==> src/rtl/rocev2_top_hls_deadlock_report_collector.sv <==
// Collects per-dataflow deadlock monitor block flags, qualifies them by persistence,
// keeps sticky/irq/counter status and streams one timestamped report per qualified event.
module rocev2_top_hls_deadlock_report_collector #(
  parameter int NUM_MON = 4,
  parameter int PERSIST = 16,
  parameter int TS_W    = 32,
  parameter int CNT_W   = 8
) (
  input  logic               clock,
  input  logic               reset,
  input  logic [NUM_MON-1:0] mon_block,
  input  logic               clear,
  output logic               rpt_valid,
  input  logic               rpt_ready,
  output logic [3:0]         rpt_mon_id,
  output logic [TS_W-1:0]    rpt_timestamp,
  output logic [NUM_MON-1:0] sticky,
  output logic               deadlock_irq,
  output logic [CNT_W-1:0]   event_cnt,
  output logic [CNT_W-1:0]   drop_cnt
);

  localparam int PC_W  = $clog2(PERSIST + 1);
  localparam int POP_W = $clog2(NUM_MON + 1);
  localparam logic [PC_W-1:0] PC_MAX  = PC_W'(PERSIST);
  localparam logic [PC_W-1:0] PC_QUAL = PC_W'(PERSIST - 1);

  typedef enum logic {IDLE, SEND} state_t;

  function automatic logic [POP_W-1:0] popcount(input logic [NUM_MON-1:0] v);
    logic [POP_W-1:0] n;
    n = '0;
    for (int i = 0; i < NUM_MON; i++) n = n + POP_W'(v[i]);
    return n;
  endfunction

  function automatic logic [CNT_W-1:0] sat_add(input logic [CNT_W-1:0] a,
                                               input logic [POP_W-1:0] b);
    logic [CNT_W:0] s;
    s = {1'b0, a} + (CNT_W + 1)'(b);
    return s[CNT_W] ? {CNT_W{1'b1}} : s[CNT_W-1:0];
  endfunction

  state_t             state_q, state_d;
  logic [TS_W-1:0]    ts_q, ts_d;
  logic [PC_W-1:0]    pc_q [NUM_MON];
  logic [PC_W-1:0]    pc_d [NUM_MON];
  logic [TS_W-1:0]    ts_cap_q [NUM_MON];
  logic [TS_W-1:0]    ts_cap_d [NUM_MON];
  logic [NUM_MON-1:0] arm_q, arm_d;
  logic [NUM_MON-1:0] pend_q, pend_d;
  logic [NUM_MON-1:0] sticky_q, sticky_d;
  logic               irq_q, irq_d;
  logic [CNT_W-1:0]   event_cnt_q, event_cnt_d;
  logic [CNT_W-1:0]   drop_cnt_q, drop_cnt_d;
  logic               rpt_valid_q, rpt_valid_d;
  logic [3:0]         rpt_mon_id_q, rpt_mon_id_d;
  logic [TS_W-1:0]    rpt_ts_q, rpt_ts_d;
  logic [NUM_MON-1:0] qual, new_evt, dropped;

  always_comb begin
    state_d      = state_q;
    ts_d         = ts_q + TS_W'(1);
    pc_d         = pc_q;
    ts_cap_d     = ts_cap_q;
    arm_d        = arm_q;
    rpt_valid_d  = rpt_valid_q;
    rpt_mon_id_d = rpt_mon_id_q;
    rpt_ts_d     = rpt_ts_q;
    qual         = '0;

    for (int i = 0; i < NUM_MON; i++) begin
      qual[i] = mon_block[i] && arm_q[i] && (pc_q[i] == PC_QUAL);
      if (!mon_block[i]) begin
        pc_d[i]  = '0;
        arm_d[i] = 1'b1;
      end else begin
        if (pc_q[i] != PC_MAX) pc_d[i] = pc_q[i] + PC_W'(1);
        if (qual[i]) arm_d[i] = 1'b0;
      end
    end

    // A qualify on a monitor whose report is still pending is counted as a drop.
    new_evt = qual & ~pend_q;
    dropped = qual & pend_q;
    for (int i = 0; i < NUM_MON; i++) begin
      if (new_evt[i]) ts_cap_d[i] = ts_q;
    end
    pend_d = pend_q | new_evt;

    sticky_d    = (clear ? '0 : sticky_q) | qual;
    event_cnt_d = sat_add(clear ? '0 : event_cnt_q, popcount(qual));
    drop_cnt_d  = sat_add(clear ? '0 : drop_cnt_q, popcount(dropped));
    irq_d       = clear ? 1'b0 : |sticky_q;

    case (state_q)
      IDLE: begin
        if (|pend_q) begin
          for (int i = NUM_MON - 1; i >= 0; i--) begin
            if (pend_q[i]) begin
              rpt_mon_id_d = 4'(i);
              rpt_ts_d     = ts_cap_q[i];
            end
          end
          rpt_valid_d = 1'b1;
          state_d     = SEND;
        end
      end
      SEND: begin
        if (rpt_ready) begin
          for (int i = 0; i < NUM_MON; i++) begin
            if (4'(i) == rpt_mon_id_q) pend_d[i] = 1'b0;
          end
          rpt_valid_d = 1'b0;
          state_d     = IDLE;
        end
      end
      default: state_d = IDLE;
    endcase
  end

  always_ff @(posedge clock or posedge reset) begin
    if (reset) begin
      state_q      <= IDLE;
      ts_q         <= '0;
      arm_q        <= '0;
      pend_q       <= '0;
      sticky_q     <= '0;
      irq_q        <= 1'b0;
      event_cnt_q  <= '0;
      drop_cnt_q   <= '0;
      rpt_valid_q  <= 1'b0;
      rpt_mon_id_q <= '0;
      rpt_ts_q     <= '0;
      for (int i = 0; i < NUM_MON; i++) begin
        pc_q[i]     <= '0;
        ts_cap_q[i] <= '0;
      end
    end else begin
      state_q      <= state_d;
      ts_q         <= ts_d;
      arm_q        <= arm_d;
      pend_q       <= pend_d;
      sticky_q     <= sticky_d;
      irq_q        <= irq_d;
      event_cnt_q  <= event_cnt_d;
      drop_cnt_q   <= drop_cnt_d;
      rpt_valid_q  <= rpt_valid_d;
      rpt_mon_id_q <= rpt_mon_id_d;
      rpt_ts_q     <= rpt_ts_d;
      pc_q         <= pc_d;
      ts_cap_q     <= ts_cap_d;
    end
  end

  assign rpt_valid     = rpt_valid_q;
  assign rpt_mon_id    = rpt_mon_id_q;
  assign rpt_timestamp = rpt_ts_q;
  assign sticky        = sticky_q;
  assign deadlock_irq  = irq_q;
  assign event_cnt     = event_cnt_q;
  assign drop_cnt      = drop_cnt_q;

endmodule
==> config.mk <==
export PLATFORM = sky130hd
export DESIGN_NAME = rocev2_top_hls_deadlock_report_collector
export DESIGN_NICKNAME = d
export VERILOG_FILES = /design/src/rtl/rocev2_top_hls_deadlock_report_collector.sv
export SDC_FILE = /design/constraint.sdc
export NUM_CORES = 1
export LEC_CHECK = 0
export ABC_AREA = 1
export CAP_MARGIN = 25
export CELL_PAD_IN_SITES_DETAIL_PLACEMENT = 1
export CELL_PAD_IN_SITES_GLOBAL_PLACEMENT = 2
export CORE_MARGIN = 5
export CORE_UTILIZATION = 37
export CTS_BUF_LIST = sky130_fd_sc_hd__clkbuf_4 sky130_fd_sc_hd__clkbuf_8 sky130_fd_sc_hd__clkbuf_16
export CTS_CLUSTER_DIAMETER = 40
export DETAILED_ROUTE_END_ITERATION = 6
export GPL_ROUTABILITY_DRIVEN = 0
export PLACE_DENSITY = 0.82
export SKIP_CTS_REPAIR_TIMING = 1
export SLEW_MARGIN = 0
export SYNTH_ARGS = -nofsm -noshare
export SYNTH_HDL_FRONTEND = slang
export SYNTH_SLANG_ARGS = --single-unit
==> constraint.sdc <==
create_clock -name clock -period 10.6 [get_ports clock]
set_input_delay 2.12 -clock clock [delete_from_list [all_inputs] [get_ports clock]]
set_output_delay 2.12 -clock clock [all_outputs]
set_load 0.02 [all_outputs]
After elaboration in Yosys (flattened, before gate mapping)
Index checks and enable logic that the tools add are counted.
{"block": "totals", "reg_bits": 247, "in_bits": 8, "output_inout_bits": 58, "word_cells": 118}
{"block": "op_classes", "add_sub_neg": 13, "n_eq_ne": 21, "n_mux": 42, "bitwise": 6, "reduce_logical": 14}
{"cell": "$mux W32", "n": 4}
{"cell": "$mux W5", "n": 8}
{"cell": "$add A32 B1 Y32 const B", "n": 1}
{"cell": "$mux W8", "n": 4}
{"cell": "$mux W4", "n": 7}
{"cell": "$add A5 B1 Y5 const B", "n": 4}
{"cell": "$eq A5 B4 Y1 const B", "n": 4}
{"cell": "$ne A5 B5 Y1 const B", "n": 4}
{"cell": "$add A8 B3 Y9", "n": 2}
{"cell": "$mux W1", "n": 17}
{"cell": "$ne A2 B1 Y1 const B", "n": 8}
{"cell": "$and A4 B4 Y4", "n": 2}
{"cell": "$eq A2 B4 Y1 const A", "n": 2}
{"cell": "$logic_and A1 B1 Y1", "n": 8}
{"cell": "$or A4 B4 Y4", "n": 2}
{"cell": "$reduce_or A4 Y1", "n": 2}
{"cell": "$add A2 B1 Y3", "n": 2}
{"cell": "$add A3 B1 Y3", "n": 2}
{"cell": "$add A1 B1 Y2", "n": 2}
{"cell": "$eq A1 B4 Y1 const A", "n": 1}
{"cell": "$logic_not A4 Y1", "n": 1}
{"cell": "$ne A2 B2 Y1 const B", "n": 2}
{"cell": "$not A4 Y4", "n": 1}
{"cell": "$pmux W1 S2", "n": 2}
{"cell": "other kinds (4)", "n": 4}

Depth between registers and ports, before layout
Gate-level depths: netlist of the first run.
{"block": "depth", "depth_word": 8, "ltp_mapped": 17, "ltp_nobuf": 17}

Worst setup path after synthesis of the first run
OpenSTA, ideal clock, no wires.
{"block": "synth_path", "kind": "input-to-reg", "startpoint": "input port mon_block[0]", "endpoint": "register drop_cnt_q[5], in the netlist drop_cnt[5]", "setup_time_ns": 0.070, "t_arrival_ns": 4.039, "slack_ns": 6.491, "cell_stages": 11, "cell_sequence": "nand3_2 -> nor2_1 -> fa_1 -> inv_1 -> fa_1 -> inv_1 -> fa_1 -> nand3_1 -> nor2_1 -> nand2_1 -> nand3_1"}
{"block": "synth_via", "elab_chain_cells": 8}
{"element": "from (decl)", "line_no": "11", "source": "input logic [NUM_MON-1:0] mon_block,"}
{"element": "$logic_and A1 B1 Y1 (2 in series)", "line_no": "73", "source": "qual[i] = mon_block[i] && arm_q[i] && (pc_q[i] == PC_QUAL);"}
{"element": "$and A4 B4 Y4", "line_no": "85", "source": "dropped = qual & pend_q;"}
{"element": "$add A1 B1 Y2", "line_no": "33", "source": "for (int i = 0; i < NUM_MON; i++) n = n + POP_W'(v[i]);"}
{"element": "$add A2 B1 Y3", "line_no": "33"}
{"element": "$add A3 B1 Y3", "line_no": "33"}
{"element": "$add A8 B3 Y9", "line_no": "40", "source": "s = {1'b0, a} + (CNT_W + 1)'(b);"}
{"element": "$mux W8", "line_no": "41", "source": "return s[CNT_W] ? {CNT_W{1'b1}} : s[CNT_W-1:0];"}
{"element": "via drop_cnt_d[5]", "line_no": "55", "source": "logic [CNT_W-1:0] drop_cnt_q, drop_cnt_d;"}
{"element": "to (signal assigned)", "line_no": "147", "source": "drop_cnt_q <= drop_cnt_d;"}
{"element": "to (decl)", "line_no": "55"}
The timed path passes the listed nets, and every way through them passes these cells.
A chain may end at the register's enable or synchronous reset.

Final worst setup path of the first run
{"block": "layout_path", "startpoint": "input port mon_block[0]", "endpoint": "register drop_cnt_q[7], in the netlist drop_cnt[7]"}
The elaborated chain is that of the path after synthesis.

==> impl_metrics.yaml, run 1 <==
yosys:
  synth.area.top_cells: "dfrtp_1 55%, nand2_1 14%, o21ai_1 3.6%, inv_1 3.6%, o21ai_0 2.9%"
  synth_top_family_by_area: "simple AND/OR/NAND/NOR gates"
  synth-simple-area-share_pct: 23.0
  muxShareOfSynthArea_pct: 0
  ys_types: 33
  seq_area_frac_synth_pct: 54.9
  yosysWarningCount: 0
  syn-cell-area_sq_um: 11200
  ys_ff_latch: 245
  synthAdderAreaFrac_pct: 2.69
  synth_compound_area_share_pct: 11.8
  netlist.area_leader.share_pct: 54.9
  postSynthCellCount: 1293
  syn_avg_cell_area_sq_um: 8.63
  synth_top_cell_by_area: "dfrtp_1"
  synth_xor_xnor_area_share_pct: 1.41
cts:
  cts_sinks: 245
  cts.path.max_buffers: 3
  htree_levels: 2
  cts_tree: "built"
  root_buffer: "clkbuf_16"
  clkLatencyLatePin_ns: 0.51
  path_clk_slew_ns: 0.05
  numCtsBuffers: 39
detailed_routing:
  routedWlPerCell_microns: 16.3
  vias_per_cell: 4.94
  vias: 8767
  dr.pass1.iters: 5
  wl_microns: 29000
  drtAntennaViolNets: 0
  drt_iter0_drc: 373
  drt_drc_violations_left: 0
timing:
  setup_viol: 0
  setup_tns_ns: 0
  worstMarginPinSlew_ns: 0.888
  fin_crit_sh_pct: 42.3
  grt_setup_unrepaired: "false"
  hold_violations: 0
  max_slew_margin_pct: 40.8
  clock_skew_ns: 0.0149
  fmax_mhz: 223
  drv_slew: 0
  period_needed_ns: 4.49
floorplanning:
  fp-row-count: 63
  core-area_sq_um: 29700
  io_pins: 66
  initial_core_util_pct: 37.5
  dieArea_sq_um: 33700
  die_w_microns: 184
  dieHeight_microns: 184
hold_path:
  hp-class: "flip-flop to flip-flop"
global_route:
  grt_max_degree: 117
  grt_overflow_total: 0
  grt_pass1_wl_microns: 49200
  grt_pass1_vias: 9477
  track_usage_pct: 17.7
  antenna_found_initial: 0
layout:
  syn2layout_area_growth_pct: 22.0
  final_common_cell: "nand2_1"
  fin_nets: 1387
  final_cell_mix: "431 x nand2_1, 245 x dfrtp_1, 106 x inv_1"
  postLayoutCoreUtil_pct: 45.8
  drive_gt1_share_pct: 10.1
  diodes: 0
place:
  dp_hpwl_microns: 17700
  port_buffers: 63
pwr:
  vdd_drop_max_mv: 0.104
  power-per-cell-area_nw_per_um2: 177
  p_leak_nw: 6.54
run_status:
  status: "finished clean"
critical_path:
  cp.required_ns: 11.03
  crit_arrival_ns: 4.92
  critPathCaptureType: "flip-flop"
  crit_fanout: 7
  cp-start-kind: "primary input"
  worst-setup-path-type: "primary input to flip-flop"
run:
  maxCapViolCount: 0
[metal layers]
metal | GRT usage, % | share of wire, % | up-vias
met3 | 2.59 | 3.4 | 31
li1 | - | - | 4291
met2 | 30.1 | 48 | 131
met5 | 0 | 0 | -
met1 | 24.0 | 47 | 4314
met4 | 4.41 | 1.4 | 0
[kinds of logic after synthesis]
group / Yosys count
DFF: 245
adders and majority gates: 21
buffers and inverters: 165
and+or+nand+nor: 613
AOI/OAI and AO/OA: 230
other: 1
xor gates and xnor gates: 18
[where the power goes]
part           leakage, nW  total [mW]  switching, mW  internal [mW]
clock network        0.716        1.41          0.454          0.958
registers             3.38       0.948        0.00588          0.942
logic                 2.44      0.0455         0.0337         0.0118
[critical path, stage by stage]
cell and delay (ns):
clkdlybuf4s50_1 0.52, nand3_2 0.21, nor2_1 0.08, fa_1 0.53, inv_1 0.05, fa_1 0.42
inv_1 0.09, fa_1 0.25, nand3_1 0.12, nor2_1 0.18, nand2_1 0.21, nand3_1 0.13
[Yosys cell counts (all sizes together)]
library cell / number
ha: 16
and2: 1
or2: 33
buf: 39
inv: 115
xnor2: 2
fa: 5
dfrtp: 245
nand4: 6
conb: 1
nor2: 83
a22oi: 30
o22ai: 4
o21ai: 146
nor3: 7
nand3: 43
xor2: 16
o211ai: 30
o21bai: 3
a21oi: 17
nand3b: 1
nand2: 439
clkbuf: 11
[cell type report]
type / count / area (sq um)
fillers: 3449 / 16100
multi-input cells: 884 / 4350
clock buffers: 47 / 1100
inverters: 115 / 439
flip-flops and latches: 245 / 6130
clock inverters: 22 / 367
well taps: 390 / 488
repair buffers: 73 / 746
[state kept, by name, indices dropped and copies added, names as in the netlist]
name and flops:
ts_q 32, rpt_timestamp 32, sticky 4, drop_cnt 8, event_cnt 8, rpt_valid 1
pend_q 4, deadlock_irq 1, rpt_mon_id 2, ts_cap_q 128, state_q 1, arm_q 4
pc_q 20
[through the flow]
step / power [mW] / instance area, sq um / hold WS, ns / instances / setup WS (ns)
floorplan: 0.992 / 11200 / 0.441 / 1294 / 1.75
global placement: 1.01 / 12100 / 0.456 / 1705 / 5.66
detailed placement: 1.01 / 12100 / 0.464 / 1705 / 5.60
CTS: 2.44 / 13600 / 0.477 / 1774 / 6.11
global route: 2.49 / 13600 / 0.492 / 1776 / 5.89
finish: 2.41 / 13600 / 0.472 / 1776 / 6.11
[worst paths after layout]
kind | slack, ns | startpoint | end | cells past startpoint
worst min-delay path | 0.47 | rpt_timestamp[24]$_DFFE_PP0P_ | rpt_timestamp[24]$_DFFE_PP0P_ | 2
worst max-delay path | 6.11 | mon_block[0] | drop_cnt[7]$_DFF_PP0_ | 12
worst max register to register | 7.36 | pc_q[15]$_DFFE_PP0P_ | drop_cnt[7]$_DFF_PP0_ | 15
worst min register to register | 0.47 | rpt_timestamp[24]$_DFFE_PP0P_ | rpt_timestamp[24]$_DFFE_PP0P_ | 2
max in group asynchronous | 6.93 | reset | ts_cap_q[16]$_DFFE_PP0P_ | 3
min in group asynchronous | 2.17 | reset | pc_q[5]$_DFFE_PP0P_ | 2
(Power assumes the default switching activity.)
==> run 2: changes to the inputs <==
Settings changed: CORE_UTILIZATION 37 to 33, PLACE_DENSITY 0.82 to 0.77.
Clock period 10.6 ns to 3.96 ns, I/O delays scaled along.
==> run 2 against run 1 <==
Final cell count rose by 4.4%. First-iteration DRC count fell by 10%. Die area rose by 11%. Register-to-register slack got worse by 6.6 ns. Flip-flop and latch count did not move. Worst setup slack got worse by 5.4 ns. Clock skew rose by 0.0017 ns. Sequential share of layout area fell by 0.52 points. Utilization fell by 4.6 points. Clock power rose to 2.5 times the previous value. Combinational power rose to 3.1 times the previous value. Wire length rose by 0.94%. Critical endpoint is now drop_cnt[5]$_DFF_PP0_. Highest routed layer unchanged.
==> impl_metrics.yaml, run 2 (synthesized netlist as in run 1, its figures left out) <==
floorplanning:
  die_w_microns: 194
  io_pins: 66
  core-area_sq_um: 33400
  dieHeight_microns: 194
  fp-row-count: 67
  initial_core_util_pct: 33.4
  dieArea_sq_um: 37600
detailed_routing:
  wl_microns: 29300
  routedWlPerCell_microns: 15.8
  drt_iter0_drc: 335
  vias: 8783
  drtAntennaViolNets: 0
  dr.pass1.iters: 4
  vias_per_cell: 4.74
  drt_drc_violations_left: 0
layout:
  final_cell_area_sq_um: 13800
  regMostFlops: "ts_cap_q"
  final_common_cell: "nand2_1"
  largest_reg_flops: 128
  drive_gt1_share_pct: 11.4
  fillCellCount: 3866
  instances_no_fill: 1854
  diodes: 0
  syn2layout_area_growth_pct: 23.4
  final_cell_mix: "431 x nand2_1, 245 x dfrtp_1, 106 x inv_1"
  fin_nets: 1406
pwr:
  power-per-cell-area_nw_per_um2: 451
  p_leak_nw: 6.57
  vdd_drop_max_mv: 0.259
timing:
  setup_viol: 0
  fmax_mhz: 312
  fin_crit_sh_pct: 81.0
  hold_violations: 0
  whs_ns: 0.476
  worstMarginPinSlew_ns: 0.865
  drv_slew: 0
  period_needed_ns: 3.21
  clock_skew_ns: 0.0166
  max_slew_margin_pct: 42.2
  grt_setup_unrepaired: "false"
  layout_setup_ws_ns: 0.751
hold_path:
  hp-class: "flip-flop to flip-flop"
  hp-start: "rpt_timestamp[2]$_DFFE_PP0P_"
cts:
  clkLatencyLatePin_ns: 0.51
  cts_tree: "built"
  path_clk_slew_ns: 0.05
  cts.path.max_buffers: 3
  numCtsBuffers: 40
  htree_levels: 2
  cts_sinks: 245
  root_buffer: "clkbuf_16"
place:
  dp_hpwl_microns: 19300
  port_buffers: 63
  place_area_sq_um: 12400
  dp_worst_setup_slack_ns: 0.304
  dp.cells: 1783
critical_path:
  slowest_delay_ns: 0.53
  cp_top_family: "adder cells"
  r2r-start: "pc_q[15]$_DFFE_PP0P_"
  cpMaxStageDelayCell: "fa_1"
  cp_cell_sequence: "ha_1 -> nand2_1 -> nor2_1 -> ha_1 -> nand3_2 -> nor2_1 -> fa_1 -> inv_1 -> fa_1 -> inv_1 -> fa_1 -> nand3_1 -> nor2_1 -> nand2_1 -> nand3_1"
  crit_fanout: 7
  startpoint: "pc_q[15]$_DFFE_PP0P_"
  cp-start-kind: "flip-flop"
  cp.required_ns: 4.40
  critPathCaptureType: "flip-flop"
  path_buf_inv: 2
  worst-setup-path-type: "flip-flop to flip-flop"
  crit_arrival_ns: 3.65
global_route:
  antenna_found_initial: 0
  track_usage_pct: 15.9
  grt_max_degree: 65
  grt_pass1_vias: 9152
  grt_overflow_total: 0
  grt_pass1_wl_microns: 49800
run_status:
  status: "finished clean"
run:
  maxCapViolCount: 0
==> run 2: cell types whose count changed in the layout (fill, tap and decap cells not counted), sizes merged <==
cell | previous run | this run
buf | 10 | 28
inv | 118 | 121
clkbuf | 47 | 42
clkinvlp | 2 | 8
clkinv | 8 | 10
bufinv | 9 | 5
==> run 2: power breakdown <==
group          internal (mW)  switching, mW  leakage [nW]
Clock                   2.25           1.28         0.656
Sequential              2.52         0.0153          3.38
Combinational         0.0457         0.0946          2.54
Total                   4.82           1.39          6.57
==> run 2: worst reg2reg max path, cell delays in order, from the launching register on <==
cell,delay [ns]
dfrtp_1,0.40
ha_1,0.22
nand2_1,0.09
nor2_1,0.05
ha_1,0.20
nand3_2,0.13
nor2_1,0.08
fa_1,0.53
inv_1,0.05
fa_1,0.40
inv_1,0.09
fa_1,0.25
nand3_1,0.12
nor2_1,0.18
nand2_1,0.20
nand3_1,0.14
==> run 2: final timing paths <==
path | to | slack [ns] | cells past startpoint
setup / recovery | drop_cnt[5]$_DFF_PP0_ | 0.75 | 15
hold / removal | rpt_timestamp[2]$_DFFE_PP0P_ | 0.48 | 2
setup reg to reg | drop_cnt[5]$_DFF_PP0_ | 0.75 | 15
hold reg to reg | rpt_timestamp[2]$_DFFE_PP0P_ | 0.48 | 2
max in group asynchronous | rpt_timestamp[21]$_DFFE_PP0P_ | 2.35 | 4
min in group asynchronous | ts_cap_q[112]$_DFFE_PP0P_ | 0.81 | 2
==> run 2: stage by stage <==
step / TNS, ns / total power [mW] / utilization (%)
after floorplan: -12.19 / 2.66 / -
after global placement: 0 / 2.72 / 37.0
after detailed placement: 0 / 2.73 / 37.1
after CTS: 0 / 6.31 / 41.2
after global routing: 0 / 6.46 / 41.2
final: 0 / 6.21 / 41.2
==> run 2: layout make-up <==
cell class	count	area [sq um]	share of cell area (%)
inverters	115	435	3.16
clock buffers	42	1030	7.50
clock inverters	29	338	2.45
flip-flops and latches	245	6130	44.5
multi-input cells	884	4350	31.6
repair buffers	91	928	6.74
well taps	448	561	4.07
==> run 2: routing by layer <==
layer	vias up	track usage (%)	wire length (microns)
met5	-	0	0
met4	0	3.93	600
met3	45	2.62	847
met2	109	26.0	13700
met1	4309	22.1	14200
li1	4320	-	-
==> run 3: changes to the inputs <==
Clock period 3.96 ns to 2.9 ns, I/O delays scaled along.
==> run 3 against run 2 <==
Clock power rose by 33%. Utilization rose by 0.54 points. Power rose by 35%. Largest cell class unchanged.
==> impl_metrics.yaml, run 3 (synthesized netlist as in run 1, its figures left out) <==
critical_path:
  cp.required_ns: 3.30
  crit_fanout: 3
  cp_top_family: "adder cells"
  cp_cell_sequence: "ha_2 -> nand2_2 -> nor2_2 -> ha_2 -> nand3_2 -> buf_4 -> xor2_1 -> ha_1 -> inv_1 -> fa_2 -> inv_2 -> fa_2 -> nand3_4 -> nor2_4 -> nand2_1 -> o21ai_0 -> inv_1"
  path_buf_inv: 4
  cp-start-kind: "flip-flop"
  critPathCaptureType: "flip-flop"
  worst-setup-path-type: "flip-flop to flip-flop"
  crit_arrival_ns: 3.21
  r2r-start: "pc_q[16]$_DFFE_PP0P_"
  slowest_delay_ns: 0.35
  cpMaxStageDelayCell: "dfrtp_1"
  startpoint: "pc_q[16]$_DFFE_PP0P_"
pwr:
  p_leak_nw: 6.64
  power-per-cell-area_nw_per_um2: 600
  vdd_drop_max_mv: 0.332
floorplanning:
  fp-row-count: 67
  die_w_microns: 194
  dieArea_sq_um: 37600
  core-area_sq_um: 33400
  dieHeight_microns: 194
  io_pins: 66
  initial_core_util_pct: 33.4
timing:
  whs_ns: 0.361
  worstMarginPinSlew_ns: 0.737
  layout_setup_ws_ns: 0.0856
  max_slew_margin_pct: 50.8
  hold_violations: 0
  fin_crit_sh_pct: 97.0
  fmax_mhz: 355
  grt_setup_unrepaired: "true"
  period_needed_ns: 2.81
  clock_skew_ns: 0.0205
  setup_viol: 0
  drv_slew: 0
cts:
  cts.path.max_buffers: 3
  clkLatencyLatePin_ns: 0.51
  path_clk_slew_ns: 0.06
  htree_levels: 2
  numCtsBuffers: 40
  root_buffer: "clkbuf_16"
  cts_tree: "built"
  cts_sinks: 245
layout:
  instances_no_fill: 1863
  diodes: 0
  drive_gt1_share_pct: 14.1
  syn2layout_area_growth_pct: 25.1
  regArea_sq_um: 6130
  multi_input_area_sq_um: 4490
  regMostFlops: "ts_cap_q"
  postLayoutCoreUtil_pct: 41.7
  largest_reg_flops: 128
  final_cell_mix: "426 x nand2_1, 245 x dfrtp_1, 103 x inv_1"
  fin_nets: 1415
  final_common_cell: "nand2_1"
  fillCellCount: 3858
place:
  port_buffers: 63
  dp_worst_setup_slack_ns: -0.479
  dp.cells: 1788
  dp_hpwl_microns: 18800
detailed_routing:
  vias_per_cell: 4.78
  drt_iter0_drc: 378
  drt_drc_violations_left: 0
  routedWlPerCell_microns: 15.9
  wl_microns: 29700
  drtAntennaViolNets: 0
  vias: 8900
  dr.pass1.iters: 4
global_route:
  grt_pass1_vias: 9538
  grt_max_degree: 97
  track_usage_pct: 16.0
  grt_overflow_total: 0
  grt_pass1_wl_microns: 50300
  antenna_found_initial: 0
run:
  maxCapViolCount: 0
hold_path:
  hp-class: "primary input to asynchronous set/reset pin"
run_status:
  status: "finished clean"
==> run 3: through the flow <==
step                total power [mW]  cell area [sq um]  TNS (ns)
finish                          8.37              14000         0
global route                    8.71              14000    -0.813
CTS                             8.51              13800     -2.32
detailed placement              3.72              12400     -6.87
global placement                3.72              12400     -5.25
floorplan                       3.63              11200   -219.95
==> run 3: area by class of cell <==
type / count / share of cell area, %
Sequential cell: 245 / 43.9
Multi-Input combinational cell: 884 / 32.1
Clock buffer: 50 / 8.06
Timing Repair Buffer: 100 / 7.16
Tap cell: 448 / 4.02
Inverter: 115 / 3.12
Clock inverter: 21 / 1.56
==> run 3: path summary, 6_finish.rpt <==
| kind | endpoint | slack [ns] | depth (start not counted) |
|---|---|---|---|
| setup / recovery | event_cnt[6]$_DFF_PP0_ | 0.09 | 17 |
| hold / removal | rpt_timestamp[16]$_DFFE_PP0P_ | 0.36 | 2 |
| setup reg to reg | event_cnt[6]$_DFF_PP0_ | 0.09 | 17 |
| hold reg to reg | ts_q[31]$_DFF_PP0_ | 0.47 | 2 |
| max in group asynchronous | rpt_timestamp[27]$_DFFE_PP0P_ | 1.71 | 3 |
| min in group clock | ts_q[31]$_DFF_PP0_ | 0.47 | 2 |
==> run 3: metal layers <==
layer  part of all wire (%)  track usage (%)
met1                     48             21.5
met2                     48             27.1
met3                    2.6             2.68
met4                    1.6             3.72
met5                      0                0
==> run 3: report_power, final <==
part / switching [mW] / leakage [nW] / internal, mW
registers: 0.0172 / 3.38 / 3.44
logic: 0.137 / 2.60 / 0.0690
clock network: 1.67 / 0.664 / 3.03
total: 1.83 / 6.64 / 6.54
